## src/rtl/btn_cond_pkg.sv

```systemverilog
// btn_cond_pkg: shared types and sizing helpers for the button input conditioner.
// Latency: n/a (types and constant functions only).
// Backpressure: n/a.
package btn_cond_pkg;

  // Per-channel auto-repeat state.
  typedef enum logic [1:0] {
    IDLE   = 2'd0,
    DELAY  = 2'd1,
    REPEAT = 2'd2
  } rpt_state_e;

  // Counter width for a counter that must reach value-1.
  // One spare bit keeps a zero/one-valued parameter legal.
  function automatic int cnt_width(input int value);
    return $clog2(value) + 1;
  endfunction

  function automatic int max_int(input int a, input int b);
    return (a > b) ? a : b;
  endfunction

endpackage

```

## src/rtl/btn_channel.sv

```systemverilog
// btn_channel: one button lane. It synchronises the pin, debounces it, detects edges
// and produces auto-repeat move strobes.
// Latency: raw edge to btn_level/btn_press is DEBOUNCE_CYCLES+2 cycles.
// Backpressure: none. All outputs are registered single-cycle pulses or levels.
// Optional build macro BTN_PRESS_COUNT_EN adds a saturating 8-bit press counter.
// Ports:
//   clock, reset     : system clock and synchronous active-high reset
//   btn_raw          : raw asynchronous pin
//   enable           : 1 allows move strobes; 0 holds the repeat FSM in IDLE
//   btn_level        : debounced logical state (1 = pressed)
//   btn_press/release: 1-cycle debounced edge pulses
//   btn_move         : 1-cycle move strobe, on the press and on each auto-repeat
//   press_count      : saturating press counter (0 when the macro is absent)
module btn_channel
  import btn_cond_pkg::*;
#(
  parameter int ACTIVE_LOW      = 1,
  parameter int DEBOUNCE_CYCLES = 250000,
  parameter int REPEAT_DELAY    = 12500000,
  parameter int REPEAT_RATE     = 2500000
) (
  input  logic       clock,
  input  logic       reset,
  input  logic       btn_raw,
  input  logic       enable,
  output logic       btn_level,
  output logic       btn_press,
  output logic       btn_release,
  output logic       btn_move,
  output logic [7:0] press_count
);

  localparam int DB_W = cnt_width(DEBOUNCE_CYCLES);
  localparam int RC_W = max_int(cnt_width(REPEAT_DELAY), cnt_width(REPEAT_RATE));
  localparam logic [DB_W-1:0] DB_LAST = DB_W'(DEBOUNCE_CYCLES - 1);
  localparam logic [RC_W-1:0] RD_LAST = RC_W'(REPEAT_DELAY - 1);
  localparam logic [RC_W-1:0] RR_LAST = RC_W'(REPEAT_RATE - 1);

  logic             pin_log;
  logic             sync1_q, sync1_d;
  logic             sync_q, sync_d;
  logic             level_q, level_d;
  logic [DB_W-1:0]  db_cnt_q, db_cnt_d;
  logic             press_q, press_d;
  logic             rel_q, rel_d;
  logic             press_ev, rel_ev;
  rpt_state_e       state_q, state_d;
  logic [RC_W-1:0]  rc_q, rc_d;
  logic             move_q, move_d;

  // The polarity is fixed before the synchroniser, so reset value 0 always means released.
  assign pin_log = (ACTIVE_LOW != 0) ? ~btn_raw : btn_raw;

  // Synchroniser and debounce.
  always_comb begin
    sync1_d  = pin_log;
    sync_d   = sync1_q;
    level_d  = level_q;
    db_cnt_d = '0;
    press_ev = 1'b0;
    rel_ev   = 1'b0;
    if (sync_q != level_q) begin
      if (db_cnt_q == DB_LAST) begin
        level_d  = sync_q;
        press_ev = sync_q;
        rel_ev   = ~sync_q;
      end else begin
        db_cnt_d = db_cnt_q + 1'b1;
      end
    end
    press_d = press_ev;
    rel_d   = rel_ev;
  end

  // Repeat FSM. Next state uses this cycle's debounce events, so the press move
  // registers on the same edge as btn_press.
  always_comb begin
    state_d = state_q;
    rc_d    = rc_q;
    move_d  = 1'b0;
    if (!enable) begin
      state_d = IDLE;
      rc_d    = '0;
    end else begin
      case (state_q)
        IDLE: begin
          rc_d = '0;
          if (press_ev) begin
            state_d = DELAY;
            move_d  = 1'b1;
          end else if (level_q && !rel_ev) begin
            // Button already held when enable returns: restart the delay, no move.
            state_d = DELAY;
          end
        end
        DELAY: begin
          if (rel_ev) begin
            state_d = IDLE;
            rc_d    = '0;
          end else if (REPEAT_DELAY == 0) begin
            // Repeat disabled: park here until release.
            rc_d = '0;
          end else if (rc_q == RD_LAST) begin
            state_d = REPEAT;
            rc_d    = '0;
            move_d  = 1'b1;
          end else begin
            rc_d = rc_q + 1'b1;
          end
        end
        REPEAT: begin
          if (rel_ev) begin
            state_d = IDLE;
            rc_d    = '0;
          end else if (rc_q == RR_LAST) begin
            rc_d   = '0;
            move_d = 1'b1;
          end else begin
            rc_d = rc_q + 1'b1;
          end
        end
        default: begin
          state_d = IDLE;
          rc_d    = '0;
        end
      endcase
    end
  end

  always_ff @(posedge clock) begin
    if (reset) begin
      sync1_q  <= 1'b0;
      sync_q   <= 1'b0;
      level_q  <= 1'b0;
      db_cnt_q <= '0;
      press_q  <= 1'b0;
      rel_q    <= 1'b0;
      state_q  <= IDLE;
      rc_q     <= '0;
      move_q   <= 1'b0;
    end else begin
      sync1_q  <= sync1_d;
      sync_q   <= sync_d;
      level_q  <= level_d;
      db_cnt_q <= db_cnt_d;
      press_q  <= press_d;
      rel_q    <= rel_d;
      state_q  <= state_d;
      rc_q     <= rc_d;
      move_q   <= move_d;
    end
  end

  assign btn_level   = level_q;
  assign btn_press   = press_q;
  assign btn_release = rel_q;
  assign btn_move    = move_q;

`ifdef BTN_PRESS_COUNT_EN
  logic [7:0] pcnt_q, pcnt_d;

  // Saturates at 255 so a debug display never wraps back to a small value.
  always_comb begin
    pcnt_d = pcnt_q;
    if (press_ev && (pcnt_q != 8'hFF)) begin
      pcnt_d = pcnt_q + 8'd1;
    end
  end

  always_ff @(posedge clock) begin
    if (reset) begin
      pcnt_q <= 8'd0;
    end else begin
      pcnt_q <= pcnt_d;
    end
  end

  assign press_count = pcnt_q;
`else
  assign press_count = 8'd0;
`endif

endmodule

```

## src/rtl/btn_input_conditioner.sv

```systemverilog
// btn_input_conditioner: N-channel game-button conditioner with debounce, edge pulses
// and auto-repeat move strobes.
// Latency: raw edge to btn_level/btn_press/first btn_move is DEBOUNCE_CYCLES+2 cycles.
// Backpressure: none. The outputs are free-running strobes for the game control block.
// Optional build macro BTN_PRESS_COUNT_EN adds per-channel saturating press counters.
// Ports:
//   clock, reset : system clock and synchronous active-high reset
//   btn_raw      : N_CH raw asynchronous pins
//   enable       : global move enable
//   btn_level, btn_press, btn_release, btn_move : N_CH-wide per-channel outputs
//   press_count  : 8 bits per channel, channel i at [8*i+7:8*i]
module btn_input_conditioner
  import btn_cond_pkg::*;
#(
  parameter int N_CH            = 4,
  parameter int ACTIVE_LOW      = 1,
  parameter int DEBOUNCE_CYCLES = 250000,
  parameter int REPEAT_DELAY    = 12500000,
  parameter int REPEAT_RATE     = 2500000
) (
  input  logic              clock,
  input  logic              reset,
  input  logic [N_CH-1:0]   btn_raw,
  input  logic              enable,
  output logic [N_CH-1:0]   btn_level,
  output logic [N_CH-1:0]   btn_press,
  output logic [N_CH-1:0]   btn_release,
  output logic [N_CH-1:0]   btn_move,
  output logic [8*N_CH-1:0] press_count
);

  for (genvar i = 0; i < N_CH; i++) begin : g_ch
    btn_channel #(
      .ACTIVE_LOW      (ACTIVE_LOW),
      .DEBOUNCE_CYCLES (DEBOUNCE_CYCLES),
      .REPEAT_DELAY    (REPEAT_DELAY),
      .REPEAT_RATE     (REPEAT_RATE)
    ) u_ch (
      .clock       (clock),
      .reset       (reset),
      .btn_raw     (btn_raw[i]),
      .enable      (enable),
      .btn_level   (btn_level[i]),
      .btn_press   (btn_press[i]),
      .btn_release (btn_release[i]),
      .btn_move    (btn_move[i]),
      .press_count (press_count[8*i +: 8])
    );
  end

endmodule

```

## config.mk

```make
export PLATFORM = sky130hd
export DESIGN_NAME = btn_input_conditioner
export DESIGN_NICKNAME = d
export VERILOG_FILES = /design/src/rtl/btn_cond_pkg.sv /design/src/rtl/btn_channel.sv /design/src/rtl/btn_input_conditioner.sv
export SDC_FILE = /design/constraint.sdc
export NUM_CORES = 1
export LEC_CHECK = 0
export BUFFER_PORTS_ARGS = -buffer_cell sky130_fd_sc_hd__buf_4
export CAP_MARGIN = 20
export CORE_ASPECT_RATIO = 2
export CORE_UTILIZATION = 30
export CTS_BUF_LIST = sky130_fd_sc_hd__clkbuf_8
export DETAILED_ROUTE_END_ITERATION = 8
export GPL_TIMING_DRIVEN = 0
export PLACE_DENSITY_LB_ADDON = 0.05
export SLEW_MARGIN = 0
export SYNTH_ARGS = -nofsm -noshare
export SYNTH_HDL_FRONTEND = slang
export SYNTH_SLANG_ARGS = --single-unit
```

## constraint.sdc

```tcl
create_clock -name clock -period 4 [get_ports clock]
set_input_delay 1 -clock clock [delete_from_list [all_inputs] [get_ports clock]]
set_output_delay 1 -clock clock [all_outputs]
set_load 0.02 [all_outputs]
```

After elaboration in Yosys (flattened, before gate mapping)
Index checks and enable logic that the tools add are counted.

$add $sub $neg: 8. Eq/ne operators: 36. Muxes and demuxes: 84. Bitwise logic cells: 13. Reduce and logical (&&, ||, !) cells: 25.

Operator list (number): $mux W25 (16); $pmux W25 S2 (4); $add A25 B1 Y25 const B (4); $eq A25 B22 Y1 const B (4); $eq A25 B24 Y1 const B (4); $add A19 B1 Y19 const B (4); $eq A19 B18 Y1 const B (4); $mux W2 (20); $mux W1 (36); $ne A3 B1 Y1 const B (8); $pmux W2 S3 (4); $not A1 Y1 (13); $pmux W1 S3 (4); $reduce_and A3 Y1 (4); $reduce_or A3 Y1 (4); $eq A2 B1 Y1 const B (4); $eq A2 B2 Y1 const B (4); $logic_not A2 Y1 (4); $ne A2 B1 Y1 const B (4); $reduce_and A2 Y1 (4); $logic_and A1 B1 Y1 (4); $logic_not A1 Y1 (4); $ne A1 B1 Y1 (4); $reduce_or A2 Y1 (1).

Register bits after elaboration: 208. Output and inout port bits: 48. Logic and storage cells: 202.

Longest topological paths before layout
Word-level depth: 8. Depth in mapped cells: 9.

Modules after synthesis
From an unflattened synthesis, not the netlist that was laid out.

Cell total of the unflattened synthesis: 1138. Area, all modules: 10052.1 µm².

By module, submodules not included: btn_channel at g_ch[0].u_ch ... (instances 3, cells each 287, area each 2542.4 µm²); btn_channel at g_ch[3].u_ch (instances 1, cells each 277, area each 2424.8 µm²).

Worst setup path after synthesis
OpenSTA, ideal clock, no wires.

Path type: input to register. Start point: in reset. End point: reg g_ch[2].u_ch.rc_q[11]. Library setup time: 0.064 ns. Arrival: 2.182 ns. Required time: 3.936 ns. Slack: 1.753 ns. Stages: 6. Buffers on the path: 3. Cells stage by stage: clkbuf_1 nor2b_1 clkbuf_1 nand4_1 buf_2 nor2_1.

Word-level cells in the longest chain between the ends: 1.

RTL lines: start: declaration (RTL line btn_input_conditioner.sv:22) `input logic reset,`; $reduce_or A2 Y1 (no source line); end signal: assignment (RTL line btn_channel.sv:149) `rc_q <= rc_d;`; end: declaration (RTL line btn_channel.sv:48) `logic [RC_W-1:0] rc_q, rc_d;`.

Every way passes these cells. A chain may end at the register's enable or synchronous reset.

Worst setup path after layout
Start point: reg g_ch[3].u_ch.rc_q[0]. End point: reg g_ch[3].u_ch.rc_q[18].

Word-level cells in the longest chain between the ends: 4. Elaborated cells between the ends (all ways): 8. Classes of those cells: 1 x add/sub; 2 x eq/ne; 5 x mux.

RTL lines: start: declaration (RTL line btn_channel.sv:48); start signal: assignment (RTL line btn_channel.sv:149); $add A25 B1 Y25, or another cell as far along (RTL line btn_channel.sv:108, btn_channel.sv:119); $mux W25 (on tied branches) (RTL line btn_channel.sv:115, btn_channel.sv:103); $mux W25 (on tied branches) (RTL line btn_channel.sv:112, btn_channel.sv:97); $pmux W25 S2 * (RTL line btn_channel.sv:85) `case (state_q)`.

Mark *: on every way between the ends. The rest lies on a longest branch, timed or not.

==> flow_metrics.env <==
export IMPL_drtAntennaViolNets=0
export IMPL_grtUsageTotal_pct=14.6
export IMPL_finish_net_count=1242
export IMPL_via_count=7634
export IMPL_drt_vias_per_instance=4.60
export IMPL_yosysUniqueCellTypes=58
export IMPL_drc_errors=0
export IMPL_setup_tns_final_ns=0
export IMPL_floorplan_initialDensity_pct=30.5
export IMPL_antenna_found_initial=1
export IMPL_cts_buffer_depth=3
export IMPL_clock_tree_htree_level_count=2
export IMPL_stdcell_count=1661
export IMPL_place_port_buffers=21
export IMPL_worstReg2RegStart="g_ch[3].u_ch.rc_q[0]"
export IMPL_terminating_pin_of_the_worst_hold_path="g_ch[1].u_ch.sync_q"
export IMPL_critical_path_arrival_ns=3.17
export IMPL_cts_inserted_buffers=37
export IMPL_synth_top_cells_by_area="dfxtp_1 (43%), nor2_1 (8.9%), xor2_1 (8.5%), xnor2_1 (5.6%), buf_4 (3.7%)"
export IMPL_first_pass_iters=6
export IMPL_criticalPathCategory="flop to flop"
export IMPL_core_outline_area_um2=31700
export IMPL_grt_pass1_wl_mm=38.2
export IMPL_share_of_the_synthesized_area_in_the_top_cell_type_pct=43.1
export IMPL_ir_drop_v=0.000252
export IMPL_worst_max_slew_margin_expressed_relative_to_the_limit_pct=31.9
export IMPL_count_of_hold_buffers_inserted_by_post_cts_repair=0
export IMPL_number_of_global_route_vias_before_repair=7824
export IMPL_worstSkewPairLatency_ns=0.55
export IMPL_sequential_to_total_area_share_from_yosys_stat_pct=43.1
export IMPL_routedWlPerCell_um=13.8
export IMPL_finalWirelength_mm=23.0
export IMPL_period_needed_ns=2.74
export IMPL_cp_data_required_time_ns=4.43
export IMPL_power_per_cell_area_nw_per_um2=367
export IMPL_area_enclosed_by_the_die_boundary_um2=33000
export IMPL_setup_viol_count_final=0
export IMPL_syn_area_per_cell_um2=8.63
export IMPL_fin_skew_ns=0.0165
export IMPL_grt_start_max_net_pins=11
export IMPL_rows=92
export IMPL_timing_critical_path_fanout_max=10
export IMPL_dpl_cell_count=1595
export IMPL_cap_viol_max_count=0
export IMPL_tightest_slew_ns=1.01
export IMPL_clk_pin_slew_worst_paths_ns=0.06
export IMPL_ys_ff_latch=208
export IMPL_design_portCount=55
export IMPL_detailedRoute_firstIterationViolations=200
export IMPL_rsz0062_at_grt="false"
export IMPL_final_hold_fails=0
export IMPL_postCtsSetupBuffers=0
export IMPL_reg2regPathDepth=8
export IMPL_max_freq_mhz=364
export IMPL_layout_cells_most_common_list="nor2_1 (229), dfxtp_1 (208), xor2_1 (94), nand2_1 (73), nand3_1 (70)"
export IMPL_synthesis_area_um2=9670
export IMPL_status="complete, no violations"
export IMPL_hp_start="g_ch[1].u_ch.sync1_q"
export IMPL_dp_hpwl_mm=17.0
export IMPL_clock_tree_root_cell="clkbuf_8"
export IMPL_die_x_um=129
export IMPL_crit_path_end_kind="flop"
export IMPL_synth_edf_count=0
export IMPL_ys_warn_count=0
export IMPL_synth_ff_type="dfxtp_1"
export IMPL_final_max_slew_viol_count=0
export IMPL_regToRegSetupSlack_ns=1.26
export IMPL_layout_cells_most_common="nor2_1"
export IMPL_critical_path_reg2reg_endpoint="g_ch[3].u_ch.rc_q[18]"
export IMPL_sequential_cell_area_um2=4160
export IMPL_gpl_congestion=0.735
export IMPL_syn_instance_count=1120
export IMPL_ys_async_sr_fraction_pct=0
export IMPL_floorplan_die_height_um=256
export IMPL_area_of_combinational_cells_with_multiple_inputs_um2=5060
export IMPL_numClockSinks=208
export IMPL_final_period_utilization_pct=68.6
export IMPL_worst_hold_path_type="flop to flop"
export IMPL_netlist_top_cell_by_area="dfxtp_1"
export IMPL_layout_drive_gt1_share_pct=10.8
export IMPL_p_leak_nw=3.89
export IMPL_syn2layout_area_growth_pct=15.7
export IMPL_n_fill_cell=3388
export IMPL_cts_resized_gates=0
export IMPL_hold_path_cell_count=1
export IMPL_timing_critical_path_from="g_ch[3].u_ch.rc_q[0]"
export IMPL_clock_tree_from_tritoncts="done"
export IMPL_start_kind="flop"
export IMPL_globalRoute_totalOverflow=0
## worst max-delay path: stages (launching register included)
cell and delay, ns:
dfxtp_1 0.37, ha_1 0.26, and4_1 0.29, nand4_1 0.19
o41ai_1 0.61, o21ai_0 0.18, nand4b_1 0.35, buf_2 0.30
nor2_1 0.07
## power breakdown
part	switching [mW]	internal (mW)	total [mW]
Sequential	0.00308	2.08	2.08
Combinational	0.0528	0.0301	0.0829
Clock	0.921	1.02	1.94
Total	0.977	3.13	4.10
## Yosys cell counts (all sizes together) (2+ instances only)
cell type / instances
a211oi: 3
a21oi: 14
a222oi: 2
a311o: 2
and2: 5
and3: 37
and4: 16
and4b: 2
buf: 52
clkbuf: 21
dfxtp: 208
ha: 24
inv: 27
mux2i: 4
nand2: 74
nand2b: 9
nand3: 70
nand4: 43
nand4b: 4
nor2: 229
nor2b: 9
nor3: 24
nor3b: 2
nor4: 9
nor4b: 13
nor4bb: 5
o211a: 2
o21ai: 16
o22ai: 2
o31ai: 2
or3: 10
or4: 5
xnor2: 62
xor2: 94
## layer usage
metal | global-route usage [%] | vias to the layer above | wire (µm)
met5 | 0 | - | 0
met4 | 6.96 | 0 | 917
met3 | 2.63 | 53 | 665
met2 | 29.4 | 95 | 13100
met1 | 13.4 | 3572 | 8270
li1 | - | 3914 | -
## final cells by class
| type | count | share of cell area [%] |
|---|---|---|
| multi-input cells | 843 | 45.3 |
| flip-flops and latches | 208 | 37.2 |
| clock buffers | 45 | 5.54 |
| well taps | 423 | 4.73 |
| plain buffers | 73 | 4.10 |
| repair buffers | 21 | 1.41 |
| inverters | 27 | 0.906 |
| clock inverters | 20 | 0.816 |
| diodes | 1 | 0.0224 |
## kinds of logic after synthesis
family / share of synthesized area [%]
multiplexers: 0.414
flip-flops: 43.1
AND/OR/NAND/NOR: 29.6
other: 0.0388
AO/OA/AOI/OAI: 3.83
adder cells (fa/ha/maj): 3.11
buffers and inverters: 5.80
XOR/XNOR: 14.1
## stage by stage
stage / setup WS [ns] / hold slack [ns] / cell area [µm²] / util, % / total power [mW]
global placement: 0.638 / 0.418 / 10500 / 33.1 / 2.21
CTS: 1.20 / 0.443 / 11200 / 35.3 / 4.21
floorplan: 1.75 / 0.414 / 9790 / - / 2.19
global route: 0.947 / 0.449 / 11200 / 35.3 / 4.30
finish: 1.26 / 0.438 / 11200 / 35.3 / 4.10
detailed placement: 0.609 / 0.428 / 10500 / 33.1 / 2.21
## flip-flops by register name, indices dropped and copies added (netlist names)
signal and flops:
g_ch.u_ch.rc_q 100, g_ch.u_ch.db_cnt_q 76, g_ch.u_ch.state_q 8, g_ch.u_ch.btn_level 4
g_ch.u_ch.btn_move 4, g_ch.u_ch.btn_press 4, g_ch.u_ch.btn_release 4, g_ch.u_ch.sync1_q 4
g_ch.u_ch.sync_q 4
## worst max-delay path by stage
stage,endpoint,cells past startpoint
floorplan,g_ch[2].u_ch.rc_q[11],6
global placement,g_ch[3].u_ch.rc_q[11],6
detailed placement,g_ch[3].u_ch.rc_q[18],6
CTS,g_ch[3].u_ch.rc_q[14],8
global route,g_ch[3].u_ch.rc_q[22],8
finish,g_ch[3].u_ch.rc_q[18],8
Note: power is estimated with default switching activity, not from simulation.
